**src/rtl/jam_cost_table_if.sv**
```systemverilog
// Host cost-entry load stream (valid/ready) for jam_cost_table.
interface jam_cost_table_if #(
  parameter int COST_W = 7
);
  logic              IN_VALID;
  logic [COST_W-1:0] IN_DATA;
  logic              IN_READY;

  modport master (output IN_VALID, output IN_DATA, input IN_READY);
  modport slave  (input IN_VALID, input IN_DATA, output IN_READY);
endinterface

```
**src/rtl/jam_cost_table.sv**
```systemverilog
// Cost-table front end: loads an 8x8 cost matrix, holds the engine in reset until full,
// serves combinational W/J lookups and captures the engine result. Optional: COST_CHECKSUM_EN.
module jam_cost_table #(
  parameter int ENTRIES = 64,
  parameter int COST_W  = 7
) (
  input  logic              CLK,
  input  logic              RST_N,
  jam_cost_table_if.slave   host,
  input  logic [2:0]        W,
  input  logic [2:0]        J,
  output logic [COST_W-1:0] Cost,
  output logic              JAM_RST,
  input  logic              Valid,
  input  logic [9:0]        MinCost,
  input  logic [3:0]        MatchCount,
  input  logic              RELOAD,
  output logic              RES_VALID,
  output logic [9:0]        RES_MINCOST,
  output logic [3:0]        RES_MATCHCOUNT,
  output logic [12:0]       CHECKSUM
);

  typedef enum logic [1:0] {S_LOAD, S_HOLD, S_RUN, S_DONE} state_t;

  state_t            state_q, state_d;
  logic [5:0]        wr_cnt_q, wr_cnt_d;
  logic              res_valid_q, res_valid_d;
  logic [9:0]        res_min_q, res_min_d;
  logic [3:0]        res_cnt_q, res_cnt_d;
  logic              wr_en;
  logic              reload_take;
  logic [COST_W-1:0] mem_q [ENTRIES];

  always_comb begin
    state_d     = state_q;
    wr_cnt_d    = wr_cnt_q;
    res_valid_d = res_valid_q;
    res_min_d   = res_min_q;
    res_cnt_d   = res_cnt_q;
    wr_en       = 1'b0;
    reload_take = 1'b0;
    unique case (state_q)
      S_LOAD: begin
        if (host.IN_VALID) begin
          wr_en    = 1'b1;
          wr_cnt_d = wr_cnt_q + 6'd1;
          if (wr_cnt_q == 6'(ENTRIES - 1)) state_d = S_HOLD;
        end
      end
      S_HOLD: state_d = S_RUN;
      S_RUN: begin
        if (Valid) begin
          res_min_d   = MinCost;
          res_cnt_d   = MatchCount;
          res_valid_d = 1'b1;
          state_d     = S_DONE;
        end
      end
      S_DONE: begin
        // RELOAD wins over a concurrent Valid; results are only latched from RUN.
        if (RELOAD) begin
          reload_take = 1'b1;
          res_valid_d = 1'b0;
          wr_cnt_d    = '0;
          state_d     = S_LOAD;
        end
      end
      default: state_d = S_LOAD;
    endcase
  end

  always_ff @(posedge CLK or negedge RST_N) begin
    if (!RST_N) begin
      state_q     <= S_LOAD;
      wr_cnt_q    <= '0;
      res_valid_q <= 1'b0;
      res_min_q   <= '0;
      res_cnt_q   <= '0;
    end else begin
      state_q     <= state_d;
      wr_cnt_q    <= wr_cnt_d;
      res_valid_q <= res_valid_d;
      res_min_q   <= res_min_d;
      res_cnt_q   <= res_cnt_d;
    end
  end

  // Table storage is deliberately not reset; a full reload always precedes RUN.
  always_ff @(posedge CLK) begin
    if (wr_en) mem_q[wr_cnt_q] <= host.IN_DATA;
  end

  assign host.IN_READY  = (state_q == S_LOAD);
  assign JAM_RST        = (state_q == S_LOAD) || (state_q == S_HOLD);
  assign Cost           = (state_q == S_LOAD) ? '0 : mem_q[{W, J}];
  assign RES_VALID      = res_valid_q;
  assign RES_MINCOST    = res_min_q;
  assign RES_MATCHCOUNT = res_cnt_q;

`ifdef COST_CHECKSUM_EN
  logic [12:0] sum_q;
  always_ff @(posedge CLK or negedge RST_N) begin
    if (!RST_N)           sum_q <= '0;
    else if (reload_take) sum_q <= '0;
    else if (wr_en)       sum_q <= sum_q + 13'(host.IN_DATA);
  end
  assign CHECKSUM = sum_q;
`else
  assign CHECKSUM = '0;
`endif

endmodule

```
**src/flat_wrapper.sv**
```systemverilog
// flat-port wrapper written by rule: the top's interface ports become plain ports
module jam_cost_table_flat 
#(
  parameter int ENTRIES = 64,
  parameter int COST_W  = 7
)
  (CLK, RST_N, W, J, Cost, JAM_RST, Valid, MinCost, MatchCount, RELOAD, RES_VALID, RES_MINCOST, RES_MATCHCOUNT, CHECKSUM, host_IN_VALID, host_IN_DATA, host_IN_READY);
  jam_cost_table_if #(.COST_W(COST_W)) host_i ();
  input  logic CLK;
  input  logic RST_N;
  input  logic [2:0] W;
  input  logic [2:0] J;
  output logic [COST_W-1:0] Cost;
  output logic JAM_RST;
  input  logic Valid;
  input  logic [9:0] MinCost;
  input  logic [3:0] MatchCount;
  input  logic RELOAD;
  output logic RES_VALID;
  output logic [9:0] RES_MINCOST;
  output logic [3:0] RES_MATCHCOUNT;
  output logic [12:0] CHECKSUM;
  input wire logic [$bits(host_i.IN_VALID)-1:0] host_IN_VALID;
  input wire logic [$bits(host_i.IN_DATA)-1:0] host_IN_DATA;
  output wire logic [$bits(host_i.IN_READY)-1:0] host_IN_READY;
  assign host_i.IN_VALID = host_IN_VALID;
  assign host_i.IN_DATA = host_IN_DATA;
  assign host_IN_READY = host_i.IN_READY;
  jam_cost_table #(.ENTRIES(ENTRIES), .COST_W(COST_W)) u_core (.CLK(CLK), .RST_N(RST_N), .host(host_i), .W(W), .J(J), .Cost(Cost), .JAM_RST(JAM_RST), .Valid(Valid), .MinCost(MinCost), .MatchCount(MatchCount), .RELOAD(RELOAD), .RES_VALID(RES_VALID), .RES_MINCOST(RES_MINCOST), .RES_MATCHCOUNT(RES_MATCHCOUNT), .CHECKSUM(CHECKSUM));
endmodule
```
**config.mk**
```make
export PLATFORM = sky130hd
export DESIGN_NAME = jam_cost_table_flat
export DESIGN_NICKNAME = d
export VERILOG_FILES = /design/src/rtl/jam_cost_table_if.sv /design/src/rtl/jam_cost_table.sv /design/src/flat_wrapper.sv
export SDC_FILE = /design/constraint.sdc
export NUM_CORES = 1
export LEC_CHECK = 0
export CAP_MARGIN = 20
export CORE_MARGIN = 4
export CORE_UTILIZATION = 50
export DETAILED_ROUTE_END_ITERATION = 6
export PLACE_DENSITY = 0.66
export SYNTH_ARGS = -nofsm -noshare
export SYNTH_HDL_FRONTEND = slang
export SYNTH_SLANG_ARGS = --single-unit
```
**constraint.sdc**
```tcl
create_clock -name CLK -period 10.1 [get_ports CLK]
set_input_delay 3.03 -clock CLK [delete_from_list [all_inputs] [get_ports CLK]]
set_output_delay 3.03 -clock CLK [all_outputs]
set_load 0.02 [all_outputs]
```
==> impl_metrics.json, run 1 <==
{
  "crit_type": "in2out",
  "post_cts_buffers": 0,
  "grt_pass1_vias": 9433,
  "final_nets": 1039,
  "numCtsBuffers": 47,
  "post_cts_resized": 0,
  "core_area_sq_um": 36790,
  "critPathCaptureType": "output pin",
  "htreeDepth": 2,
  "min_path_type": "reg2reg",
  "design_area_sq_um": 21160,
  "worstMarginPinSlew_ns": 0.9133,
  "ant_nets": 0,
  "synthTopCellsByArea": "edfxtp_1 72%, mux4_2 13%, dfrtp_1 3.1%",
  "layout_setup_ws_ns": 0.9766,
  "grt_pass1_wl_um": 61600,
  "synth_top_area_share": 0.7196,
  "cp_cell_sequence": "buf_6 -> buf_4 -> mux4_2 -> o32a_1 -> o32ai_1 -> o32ai_1 -> clkdlybuf4s50_1",
  "final_hold_viol_count": 0,
  "syn_avg_cell_area_sq_um": 20.21,
  "max_freq_ghz": 0.1096,
  "clock_skew_ns": 0.02409,
  "async_reset_ff_frac": 0.04883,
  "die_y_um": 201.4,
  "worst-path-buf-inv": 3,
  "start_util": 0.5082,
  "cts.sinks": 471,
  "clk_latency_ns": 0.57,
  "finalMaxSlewViolations": 0,
  "cts-root-buf": "clkbuf_16",
  "drt_pre_antenna_iters": 7,
  "grt_max_degree": 66,
  "routedWlPerCell_um": 27.37,
  "netlist_instances": 925,
  "ys_warn_count": 0,
  "cp_slowest_stage_delay_ns": 0.74,
  "synth.distinct_cells": 48,
  "p_total_uw": 4362,
  "p_per_area_nw_per_um2": 206.1,
  "ys.flop_type": "edfxtp_1",
  "synth_seq_cells": 471,
  "drtIter0Drc": 1015,
  "grt-ovfl-total": 0,
  "drive_gt1_frac": 0.2217,
  "dpl_worst_slack_ns": 0.9855,
  "portBuffers": 55,
  "cts_tree": "built",
  "synth.largest_area_cell": "edfxtp_1",
  "wl_um": 41080,
  "tns_ns": 0,
  "cts_hold_buf": 0,
  "grt_usage": 0.2026,
  "cp.arrival_ns": 6.09,
  "finalWeightedCongestion": 0.8253,
  "io_pins": 69,
  "run_status": "finished clean",
  "crit_path_start_kind": "primary input",
  "dp_hpwl_um": 25180,
  "crit_slowest_cell": "clkdlybuf4s50_1",
  "p_leak_uw": 0.006709,
  "dpl_cell_area_sq_um": 19630,
  "peakVddDrop_mv": 0.1493,
  "setup_violations": 0,
  "cp.required_ns": 7.07,
  "num_rows": 70,
  "synth-edff-count": 448,
  "die_w_um": 201.4,
  "worst_path_most_repeated_cell": "o32ai_1",
  "ys_seq_area_frac": 0.7504,
  "netlist_area_sq_um": 18690,
  "clkSlewWorstSetupHoldPaths_ns": 0.06,
  "die-area_sq_um": 40550,
  "drc": 0,
  "cap_violations": 0,
  "vias": 9205,
  "clockBufferDepth": 3,
  "cp_top_family": "buffers and inverters",
  "areaGrowthSynthToFinish_pct": 13.19,
  "n_antenna_cell": 0,
  "vias_per_cell": 6.133,
  "fill_cells": 2762,
  "relSlewSlack": 0.3911,
  "cp_max_fo": 65,
  "antenna_found_initial": 0,
  "period_needed_ns": 9.123,
  "min_period_over_period": 0.9033,
  "rsz0062_at_grt": "no"
}
-- cells in the mapped netlist, types with 4 or more instances --
cell type and n:
edfxtp_1 448, mux4_2 108, nor2_1 72, buf_4 23
dfrtp_1 23, mux2_2 21, mux2i_1 21, nand2_1 21
o21ai_0 20, buf_2 17, clkbuf_1 15, o22ai_1 13
nand3_1 11, nor2b_1 11, a21oi_1 10, nand2b_1 10
a211oi_1 7, or2_2 7, nor3_1 6, o32a_1 6
ha_1 5, inv_1 4, mux4_1 4, o32ai_1 4
-- per-stage QoR --
| step | utilization | cells | hold slack, ns |
|---|---|---|---|
| final | 0.5752 | 1501 | 0.5048 |
| after global routing | 0.5752 | 1501 | 0.5346 |
| after CTS | 0.5712 | 1494 | 0.5108 |
| after detailed placement | 0.5336 | 1414 | 0.4923 |
| after global placement | 0.5331 | 1413 | 0.4871 |
| after floorplan | - | 937 | 0.5327 |
-- state kept, by name, indices dropped and copies added, names as in the netlist --
register               cells
u_core.RES_MATCHCOUNT      4
u_core.RES_MINCOST        10
u_core.RES_VALID           1
u_core.mem_q             448
u_core.state_q             2
u_core.wr_cnt_q            6
-- final timing paths --
check,startpoint,endpoint,slack [ns],cells after the start
setup / recovery,J[0],Cost[4],0.98,7
hold / removal,u_core.RES_MATCHCOUNT[2],u_core.RES_MATCHCOUNT[2],0.50,1
setup reg to reg,u_core.state_q[0],u_core.mem_q[10][2],6.83,6
hold reg to reg,u_core.RES_MATCHCOUNT[2],u_core.RES_MATCHCOUNT[2],0.50,1
max in group asynchronous,RST_N,u_core.RES_MINCOST[2],6.88,2
min in group asynchronous,RST_N,u_core.state_q[0],2.79,1
-- cells by family (layout without fill, tap and decap cells) --
group | after synthesis | count (layout) | share of synthesized area
adder cells (fa/ha/maj) | 5 | 5 | 0.003346
flip-flops | 471 | 471 | 0.7504
buffers and inverters | 65 | 161 | 0.02061
AO/OA/AOI/OAI | 84 | 84 | 0.03059
AND/OR/NAND/NOR | 145 | 145 | 0.03521
other | 1 | 13 | 0.0002006
multiplexers | 154 | 154 | 0.1596
-- layout by cell type, fill, tap and decap left out, types with 6 or more instances in the layout --
cell type,n
nor2b_1,11
buf_4,13
mux2i_1,21
dfrtp_1,23
o21ai_0,20
nand2_1,21
nor2_1,72
clkbuf_1,12
clkbuf_16,47
o22ai_1,13
clkinv_1,8
o32a_1,6
buf_12,10
clkinv_2,6
conb_1,13
clkdlybuf4s50_1,45
mux4_2,108
nand3_1,11
or2_2,7
nand2b_1,10
buf_2,7
edfxtp_1,448
a211oi_1,7
a21oi_1,10
nor3_1,6
mux2_2,21
-- routing by layer --
metal / up-vias / wire length, um / global-route usage
met4: 0 / 1012 / 0.05713
met2: 391 / 19480 / 0.3127
li1: 3939 / - / -
met1: 4812 / 17020 / 0.2888
met3: 63 / 3568 / 0.05641
met5: - / 0 / 0
-- power by group --
part | internal [uW] | total, uW | switching, uW | leakage, uW
sequential | 2190 | 2230 | 37.1 | 0.00431
combinational | 227 | 529 | 302 | 0.00173
clock | 904 | 1600 | 698 | 0.000675
-- area by class of cell --
class                           instances  area [sq um]  area share
Multi-Input combinational cell        401          4325      0.2044
Timing Repair Buffer                   77         822.0     0.03885
Sequential cell                       471         14030      0.6630
Inverter                                4         15.01   0.0007096
Clock buffer                           59          1221     0.05771
Tap cell                              468         585.6     0.02767
Clock inverter                         21         162.7    0.007687
Note: power is estimated with default switching activity, not from simulation.
==> inputs of run 2 (changes only) <==
--- a/config.mk
+++ b/config.mk
@@ -5,7 +5,6 @@
 export SDC_FILE = /design/constraint.sdc
 export NUM_CORES = 1
 export LEC_CHECK = 0
-export CAP_MARGIN = 20
 export CORE_MARGIN = 4
 export CORE_UTILIZATION = 50
 export DETAILED_ROUTE_END_ITERATION = 6
==> run 2 against run 1 <==
  * Worst hold slack lost 0.0017 ns
  * Count of clock-buffer cells in the layout fell by 3
  * Cell area decreased by 0.13%
  * Critical path depth unchanged
  * Routed wire length about the same
  * Highest routed layer unchanged
==> impl_metrics.json, run 2 (same netlist as run 1, synthesis figures left out) <==
{
  "cts_hold_buf": 0,
  "cp.arrival_ns": 6.09,
  "grt_usage": 0.2032,
  "relSlewSlack": 0.1782,
  "clk_latency_ns": 0.55,
  "drtIter0Drc": 960,
  "cp.required_ns": 7.07,
  "wl_um": 41100,
  "min_period_over_period": 0.9032,
  "drt_pre_antenna_iters": 6,
  "dp_hpwl_um": 25010,
  "cts-root-buf": "clkbuf_16",
  "grt_max_degree": 66,
  "cap_violations": 0,
  "grt-ovfl-total": 0,
  "core_area_sq_um": 36790,
  "start_util": 0.5082,
  "critPathCaptureType": "output pin",
  "max_freq_ghz": 0.1096,
  "areaGrowthSynthToFinish_pct": 13.04,
  "final_cell_mix": "448 x edfxtp_1, 108 x mux4_2, 72 x nor2_1",
  "ant_nets": 0,
  "p_per_area_nw_per_um2": 211.5,
  "crit_path_start_kind": "primary input",
  "run_status": "finished clean",
  "post_cts_buffers": 0,
  "die_w_um": 201.4,
  "final_nets": 1032,
  "htreeDepth": 2,
  "grt_pass1_vias": 9491,
  "cts.sinks": 471,
  "cts_tree": "built",
  "clock_skew_ns": 0.007667,
  "period_needed_ns": 9.122,
  "antenna_found_initial": 0,
  "num_rows": 70,
  "finalMaxSlewViolations": 0,
  "worstMarginPinSlew_ns": 1.233,
  "finalWeightedCongestion": 0.8253,
  "drive_gt1_frac": 0.2202,
  "drc": 0,
  "peakVddDrop_mv": 0.1733,
  "numCtsBuffers": 48,
  "io_pins": 69,
  "die_y_um": 201.4,
  "routedWlPerCell_um": 27.41,
  "post_cts_resized": 0,
  "vias_per_cell": 6.161,
  "cp_max_fo": 65,
  "grt_pass1_wl_um": 61870,
  "vias": 9235,
  "post-route-util": 0.5745,
  "min_path_type": "reg2reg",
  "die-area_sq_um": 40550,
  "p_leak_uw": 0.006686,
  "clockBufferDepth": 3,
  "whs_ns": 0.5031,
  "rsz0062_at_grt": "no",
  "clkSlewWorstSetupHoldPaths_ns": 0.06,
  "final_common_cell": "edfxtp_1",
  "largest_reg_flops": 448,
  "largest-register": "u_core.mem_q",
  "portBuffers": 55,
  "tns_ns": 0,
  "crit_type": "in2out",
  "setup_violations": 0,
  "n_antenna_cell": 0,
  "final_hold_viol_count": 0
}
[run 2: worst max-delay path, cell delays in order]
cell and delay [ns]:
buf_6 0.64, buf_4 0.35, mux4_2 0.31, o22ai_1 0.10, o22a_1 0.21, o32ai_1 0.63, clkdlybuf4s50_1 0.74
[run 2: layout make-up]
cell class / instances / area [sq um]
fill: 2779 / 15650
sequential: 471 / 14030
multi-input combinational: 401 / 4325
clock buffer: 56 / 1252
timing repair buffer: 69 / 654.4
tap: 468 / 585.6
clock inverter: 30 / 271.5
inverter: 4 / 15.01
[run 2: through the flow]
step           power, uW  instances  setup WS (ns)  instance area, sq um
2_1_floorplan       2569        937          2.312                 18740
3_3_place_gp        2787       1413         0.9605                 19610
3_5_place_dp        2792       1413         0.9709                 19610
4_1_cts             4505       1499         0.9638                 21130
5_1_grt             4634       1499         0.7166                 21130
6_report            4470       1499         0.9781                 21130
[run 2: final timing paths]
path	depth (start not counted)	from	slack [ns]	end
max	7	J[0]	0.98	Cost[3]
min	1	u_core.RES_MINCOST[4]	0.50	u_core.RES_MINCOST[4]
max reg2reg	6	u_core.state_q[0]	6.86	u_core.mem_q[50][6]
min reg2reg	1	u_core.RES_MINCOST[4]	0.50	u_core.RES_MINCOST[4]
max in group asynchronous	1	RST_N	6.40	u_core.RES_MINCOST[3]
min in group asynchronous	1	RST_N	3.06	u_core.wr_cnt_q[2]
[run 2: metal layers]
layer	share of wire	up-vias	GRT usage
li1	-	3929	-
met4	0.028	0	0.06152
met3	0.088	74	0.05463
met5	0	-	0
met1	0.41	4828	0.2845
met2	0.48	404	0.3187
[run 2: power by group]
part           internal (uW)  switching [uW]
clock network           1010             709
registers               2190            36.3
logic                    221             300
==> inputs of run 3 (changes only) <==
--- a/config.mk
+++ b/config.mk
@@ -5,6 +5,7 @@
 export SDC_FILE = /design/constraint.sdc
 export NUM_CORES = 1
 export LEC_CHECK = 0
+export ABC_CLOCK_PERIOD_IN_PS = 10100
 export CORE_MARGIN = 4
 export CORE_UTILIZATION = 50
 export DETAILED_ROUTE_END_ITERATION = 6
==> results of run 3 <==
No change in the layout: final DEF, timing and power equal those of run 2.
